$ cat src/rtl/arm_pkg.sv
// Shared definitions for the ARM pipeline front end.
package arm_pkg;

  // Fetch sequencer states.
  typedef enum logic [1:0] {
    FETCH = 2'd0,
    HOLD  = 2'd1,
    DRAIN = 2'd2
  } fetch_state_t;

  // Default PC loaded on reset.
  localparam logic [31:0] DEFAULT_RESET_PC = 32'h0000_0000;

  // Instruction word placed in the IF/ID register for a bubble.
  localparam logic [31:0] NOP_INSTR = 32'h0000_0000;

endpackage

$ cat src/rtl/fetch_buffer.sv
// One-entry holding register for an instruction fetched while the
// pipeline could not accept it, tagged with the PC it came from.
module fetch_buffer #(
  parameter int XLEN = 32
) (
  input  logic            clk,
  input  logic            rst,
  input  logic            load,
  input  logic            clear,
  input  logic [XLEN-1:0] instrIn,
  input  logic [XLEN-1:0] pcIn,
  output logic [XLEN-1:0] instr,
  output logic [XLEN-1:0] pc,
  output logic            valid
);

  // Capture on load, empty on reset or clear (clear wins over load).
  always_ff @(posedge clk) begin
    if (rst || clear) begin
      valid <= 1'b0;
      instr <= '0;
      pc    <= '0;
    end else if (load) begin
      valid <= 1'b1;
      instr <= instrIn;
      pc    <= pcIn;
    end
  end

endmodule

$ cat src/rtl/fetch_stage.sv
// Instruction-fetch stage: PC register, imem request sequencing,
// one-entry holding buffer and the IF/ID pipeline register.
//
// imem handshake: imem_req is held high with imem_addr stable until
// imem_ack is seen; the ack may arrive in the same cycle as the request.
// A request is never withdrawn while waiting, except by reset.
module fetch_stage
  import arm_pkg::*;
#(
  parameter int              XLEN     = 32,
  parameter logic [XLEN-1:0] RESET_PC = XLEN'(DEFAULT_RESET_PC)
) (
  input  logic            clk,
  input  logic            rst,
  input  logic            StallF,
  input  logic            StallD,
  input  logic            FlushD,
  input  logic            BranchTakenE,
  input  logic [XLEN-1:0] BranchTargetE,
  output logic            imem_req,
  output logic [XLEN-1:0] imem_addr,
  input  logic            imem_ack,
  input  logic [XLEN-1:0] imem_rdata,
  output logic [XLEN-1:0] PCF,
  output logic [XLEN-1:0] InstrD,
  output logic [XLEN-1:0] PCPlus8D,
  output logic            ValidD,
  output logic            FetchBusy,
  output fetch_state_t    FetchStateDbg
);

  fetch_state_t    state, stateNext;
  logic [XLEN-1:0] pcNext;
  logic [XLEN-1:0] drainAddr, drainAddrNext;
  logic [XLEN-1:0] branchTarget;

  logic            bufLoad, bufClear, bufValid;
  logic [XLEN-1:0] bufInstr, bufPc;

  // fetchHit: imem data goes straight to decode; holdRelease: buffer does.
  logic            fetchHit, holdRelease;

  // Redirect targets are always word aligned.
  assign branchTarget = BranchTargetE & ~XLEN'(3);

  assign imem_req      = !rst && (state != HOLD);
  assign imem_addr     = (state == DRAIN) ? drainAddr : PCF;
  assign FetchBusy     = (state == FETCH && imem_req && !imem_ack) || (state == DRAIN);
  assign FetchStateDbg = state;

  fetch_buffer #(.XLEN(XLEN)) u_buffer (
    .clk     (clk),
    .rst     (rst),
    .load    (bufLoad),
    .clear   (bufClear),
    .instrIn (imem_rdata),
    .pcIn    (PCF),
    .instr   (bufInstr),
    .pc      (bufPc),
    .valid   (bufValid)
  );

  // Next-state decode: branch redirect outranks stall in every state.
  always_comb begin
    stateNext     = state;
    pcNext        = PCF;
    drainAddrNext = drainAddr;
    bufLoad       = 1'b0;
    bufClear      = 1'b0;
    fetchHit      = 1'b0;
    holdRelease   = 1'b0;
    unique case (state)
      FETCH: begin
        if (BranchTakenE) begin
          pcNext   = branchTarget;
          bufClear = 1'b1;
          if (!imem_ack) begin
            // Old request still open: remember it so it can be retired.
            drainAddrNext = PCF;
            stateNext     = DRAIN;
          end
        end else if (imem_ack) begin
          if (StallF || FlushD) begin
            bufLoad   = 1'b1;
            stateNext = HOLD;
          end else begin
            fetchHit = 1'b1;
            pcNext   = PCF + XLEN'(4);
          end
        end
      end
      HOLD: begin
        if (BranchTakenE) begin
          pcNext    = branchTarget;
          bufClear  = 1'b1;
          stateNext = FETCH;
        end else if (!StallD && !StallF && bufValid) begin
          holdRelease = 1'b1;
          bufClear    = 1'b1;
          pcNext      = PCF + XLEN'(4);
          stateNext   = FETCH;
        end
      end
      DRAIN: begin
        if (BranchTakenE) pcNext = branchTarget;
        if (imem_ack) stateNext = FETCH;
      end
      default: begin
        stateNext = FETCH;
      end
    endcase
  end

  // Sequencer state, fetch PC and the stale address being drained.
  always_ff @(posedge clk) begin
    if (rst) begin
      state     <= FETCH;
      PCF       <= RESET_PC;
      drainAddr <= '0;
    end else begin
      state     <= stateNext;
      PCF       <= pcNext;
      drainAddr <= drainAddrNext;
    end
  end

  // IF/ID register: reset > flush > stall > load instruction or bubble.
  always_ff @(posedge clk) begin
    if (rst || FlushD) begin
      InstrD   <= XLEN'(NOP_INSTR);
      PCPlus8D <= '0;
      ValidD   <= 1'b0;
    end else if (StallD) begin
      InstrD   <= InstrD;
      PCPlus8D <= PCPlus8D;
      ValidD   <= ValidD;
    end else if (fetchHit) begin
      InstrD   <= imem_rdata;
      PCPlus8D <= PCF + XLEN'(8);
      ValidD   <= 1'b1;
    end else if (holdRelease) begin
      InstrD   <= bufInstr;
      PCPlus8D <= bufPc + XLEN'(8);
      ValidD   <= 1'b1;
    end else begin
      InstrD   <= XLEN'(NOP_INSTR);
      PCPlus8D <= '0;
      ValidD   <= 1'b0;
    end
  end

endmodule

$ cat config.mk
export PLATFORM = sky130hd
export DESIGN_NAME = fetch_stage
export DESIGN_NICKNAME = d
export VERILOG_FILES = /design/src/rtl/arm_pkg.sv /design/src/rtl/fetch_buffer.sv /design/src/rtl/fetch_stage.sv
export SDC_FILE = /design/constraint.sdc
export NUM_CORES = 1
export LEC_CHECK = 0
export CAP_MARGIN = 15
export CORE_UTILIZATION = 43
export DETAILED_ROUTE_END_ITERATION = 10
export PLACE_DENSITY = 0.72
export SLEW_MARGIN = 20
export SYNTH_ARGS = -nofsm -noshare
export SYNTH_HDL_FRONTEND = slang
export SYNTH_SLANG_ARGS = --single-unit
$ cat constraint.sdc
create_clock -name clk -period 2.1 [get_ports clk]
set_input_delay 0.21 -clock clk [delete_from_list [all_inputs] [get_ports clk]]
set_output_delay 0.21 -clock clk [all_outputs]
set_load 0.02 [all_outputs]
==> out/summary.txt <==
Worst Tran Pin Value - 0.7121 ns
total global-route track usage - 0.2810
Avg WL per Cell - 18.14 µm
synth top area cells - dfxtp_1 (40%), nand2_1 (11%), a21oi_1 (9.1%), clkbuf_1 (3.8%), o21ai_0 (3.7%)
violated checks - negative setup slack
Via-to-Cell Ratio - 5.809
area grow syn2layout - 38.23%
Post-Route WL - 31970 µm
worst hold slack - 0.1215 ns
most frequent cells after synthesis - nand2_1 (273), dfxtp_1 (189), a21oi_1 (172)
Mapped Cells - 1245
RSZ-0062 raised after global routing - true
Layout Skew - 0.01116 ns
sw power - 2.592 mW
Seq pwr share - 0.443
first-pass GRT wire length - 49710 µm
clock power share - 0.391
clk slew on worst S/H paths - 0.08 ns
top_reg_cell synth - dfxtp_1
Crit path required time - 2.45 ns
Final nets - 1546
Post-Syn Area - 9490 µm²
chip width - 150.6 µm
GRT overflow - 0
most numerous cell in the Yosys netlist - nand2_1
Sink Count - 189
setup ws final - -0.0004061 ns
EDFF count, synth - 0
cell taking the most area after synthesis - dfxtp_1
synthesized area per cell - 7.623 µm²
io pins - 204
layout cells sized above 1 - 0.1657
core area - 21350 µm²
sequential share of the synthesized area - 0.3987
Max rail drop VDD - 0.0005460 V
vias in the first global route - 9455
std cell rows - 53
initial antenna violation count - 2
Max H-tree Level - 4
DR DRC count - 0
combinational share of power - 0.166
Initial Util - 0.4445
Yosys cell types - 63
Fmax achieved - 476.1 MHz
largest net degree at the start of global routing - 64
internal power - 5.925 mW
sw frac - 0.3043
Synth top area share - 0.3987
Worst Hold Class - in2reg
worst endpoint data arrival time - 2.45 ns
DP HPWL - 22350 µm
worst skew pair latency - 0.45 ns
final core utilization - 0.6144
Setup Viol. Count Final - 1
die area - 22670 µm²
Async SR Flop Fraction - 0
crit end category - register
Final ANT Viol Nets - 0
minimum clock period - 2.100 ns
Initial DRC Count - 906
critical path fanouts, max - 8
YS warnings - 0
Fin. Hold Viols - 0
Pwr Density - 649.3 nW/µm²
clock buffer depth - 2
synthesized flop and latch total - 189
final period utilization - 1.000
drt pass-1 iters - 5
PortBufs - 197
CTS tree - built
total CTS buffers - 17
max cap viols - 0
Layout fillers - 1924
area post-placement - 12500 µm²
vias - 10240
max_slew headroom - 0.5253
crit path launch type - register
RD Place Congestion - 0.8697
Die H - 150.6 µm
Slew Limit Fails - 0
WS Path Type - reg2reg
fin area - 13120 µm²
status - finished, violations left
Leakage - 4.554 nW
Clock Tree Root - clkbuf_16
## state kept, by name (all words and copies together), names as in the netlist
name            flops
FetchStateDbg       2
u_buffer.instr     32
u_buffer.valid      1
ValidD              1
PCF                30
drainAddr          30
PCPlus8D           31
InstrD             32
u_buffer.pc        30
## power by group through the flow
stage / clock [mW] / combinational [mW] / sequential [mW]
after CTS: 3.36 / 1.40 / 3.77
after detailed placement: 0 / 1.42 / 3.85
final: 3.33 / 1.41 / 3.77
after floorplan: 0 / 0.670 / 3.91
after global routing: 3.53 / 1.51 / 3.78
after global placement: 0 / 1.41 / 3.85
## metal layers
layer | share of wire | track usage | up-vias
met5 | 0 | 0 | -
met4 | 0.026 | 0.1061 | 0
met3 | 0.064 | 0.05000 | 63
met2 | 0.49 | 0.4712 | 395
met1 | 0.42 | 0.3574 | 4891
li1 | - | - | 4886
## worst max-delay path, stage by stage, from the launching register on
cell and delay (ns):
dfxtp_4 0.37, ha_4 0.15, nand2_2 0.05, or4_4 0.58
or4_4 0.47, o31a_1 0.26, o32ai_1 0.11
## timing repair
action / 4_1_cts / 5_1_grt
resized for setup: 37 / 51
endpoints found under the setup margin: 34 / 45
hold buffers: 0 / 0
endpoints found under the hold margin: 0 / 0
buffers inserted: 2 / 0
pin swaps: 1 / 3
cloned: 0 / 0
## path summary, 6_finish.rpt
path / from / to / slack [ns] / cells past startpoint
max: PCF[3]$_SDFFE_PP0P_ / PCF[19]$_SDFFE_PP0P_ / -0.0004 / 6
min: rst / drainAddr[18]$_SDFFE_PP0P_ / 0.12 / 2
max reg2reg: PCF[3]$_SDFFE_PP0P_ / PCF[19]$_SDFFE_PP0P_ / -0.0004 / 6
min reg2reg: drainAddr[2]$_SDFFE_PP0P_ / drainAddr[2]$_SDFFE_PP0P_ / 0.46 / 2
## through the flow
step	instances	power, mW	worst slack [ns]	setup TNS [ns]
floorplan	1248	4.582	0.001348	0
global placement	1726	5.263	0.02447	0
detailed placement	1726	5.276	0.01074	0
CTS	1760	8.537	0.002370	0
global route	1761	8.822	-0.03434	-0.05502
finish	1762	8.518	-0.0004061	-0.0004061
## cell usage in the layout (no fill, tap or decap), drive strengths merged, types with 9 or more instances in the layout
cell,synthesis,final
a211oi,9,9
nand3,27,27
nor3,34,34
inv,10,17
nor2,43,43
o21ai,72,72
xor2,12,12
o31a,13,13
buf,27,135
clkdlybuf4s15,0,12
or3,9,9
a221oi,15,15
clkdlybuf4s50,0,164
a31oi,10,10
a21oi,172,172
nand4,25,25
a22oi,31,31
nand2,273,273
dfxtp,189,189
xnor2,14,14
mux2,25,25
clkbuf,98,29
or4,13,13
nor4,23,23
and4,13,13
## area by class of cell
| cell class | instances | area (µm²) | area share |
|---|---|---|---|
| multi-input combinational | 924 | 5243 | 0.3996 |
| sequential | 189 | 3807 | 0.2902 |
| timing repair buffer | 330 | 3067 | 0.2338 |
| clock buffer | 17 | 425.4 | 0.03243 |
| tap | 275 | 344.1 | 0.02623 |
| clock inverter | 15 | 190.2 | 0.01450 |
| inverter | 10 | 37.54 | 0.002861 |
| antenna | 2 | 5.005 | 0.0003815 |
## logic make-up after synthesis
| family | count (synthesis) | share of synthesized area |
|---|---|---|
| adders and majority gates | 3 | 0.003956 |
| other | 1 | 0.0003951 |
| and+or+nand+nor | 493 | 0.2455 |
| muxes | 25 | 0.02966 |
| DFF | 189 | 0.3987 |
| buffers and inverters | 135 | 0.06065 |
| AOI/OAI and AO/OA | 373 | 0.2372 |
| xor gates and xnor gates | 26 | 0.02399 |
No activity file was read; power rests on OpenSTA's default activity.
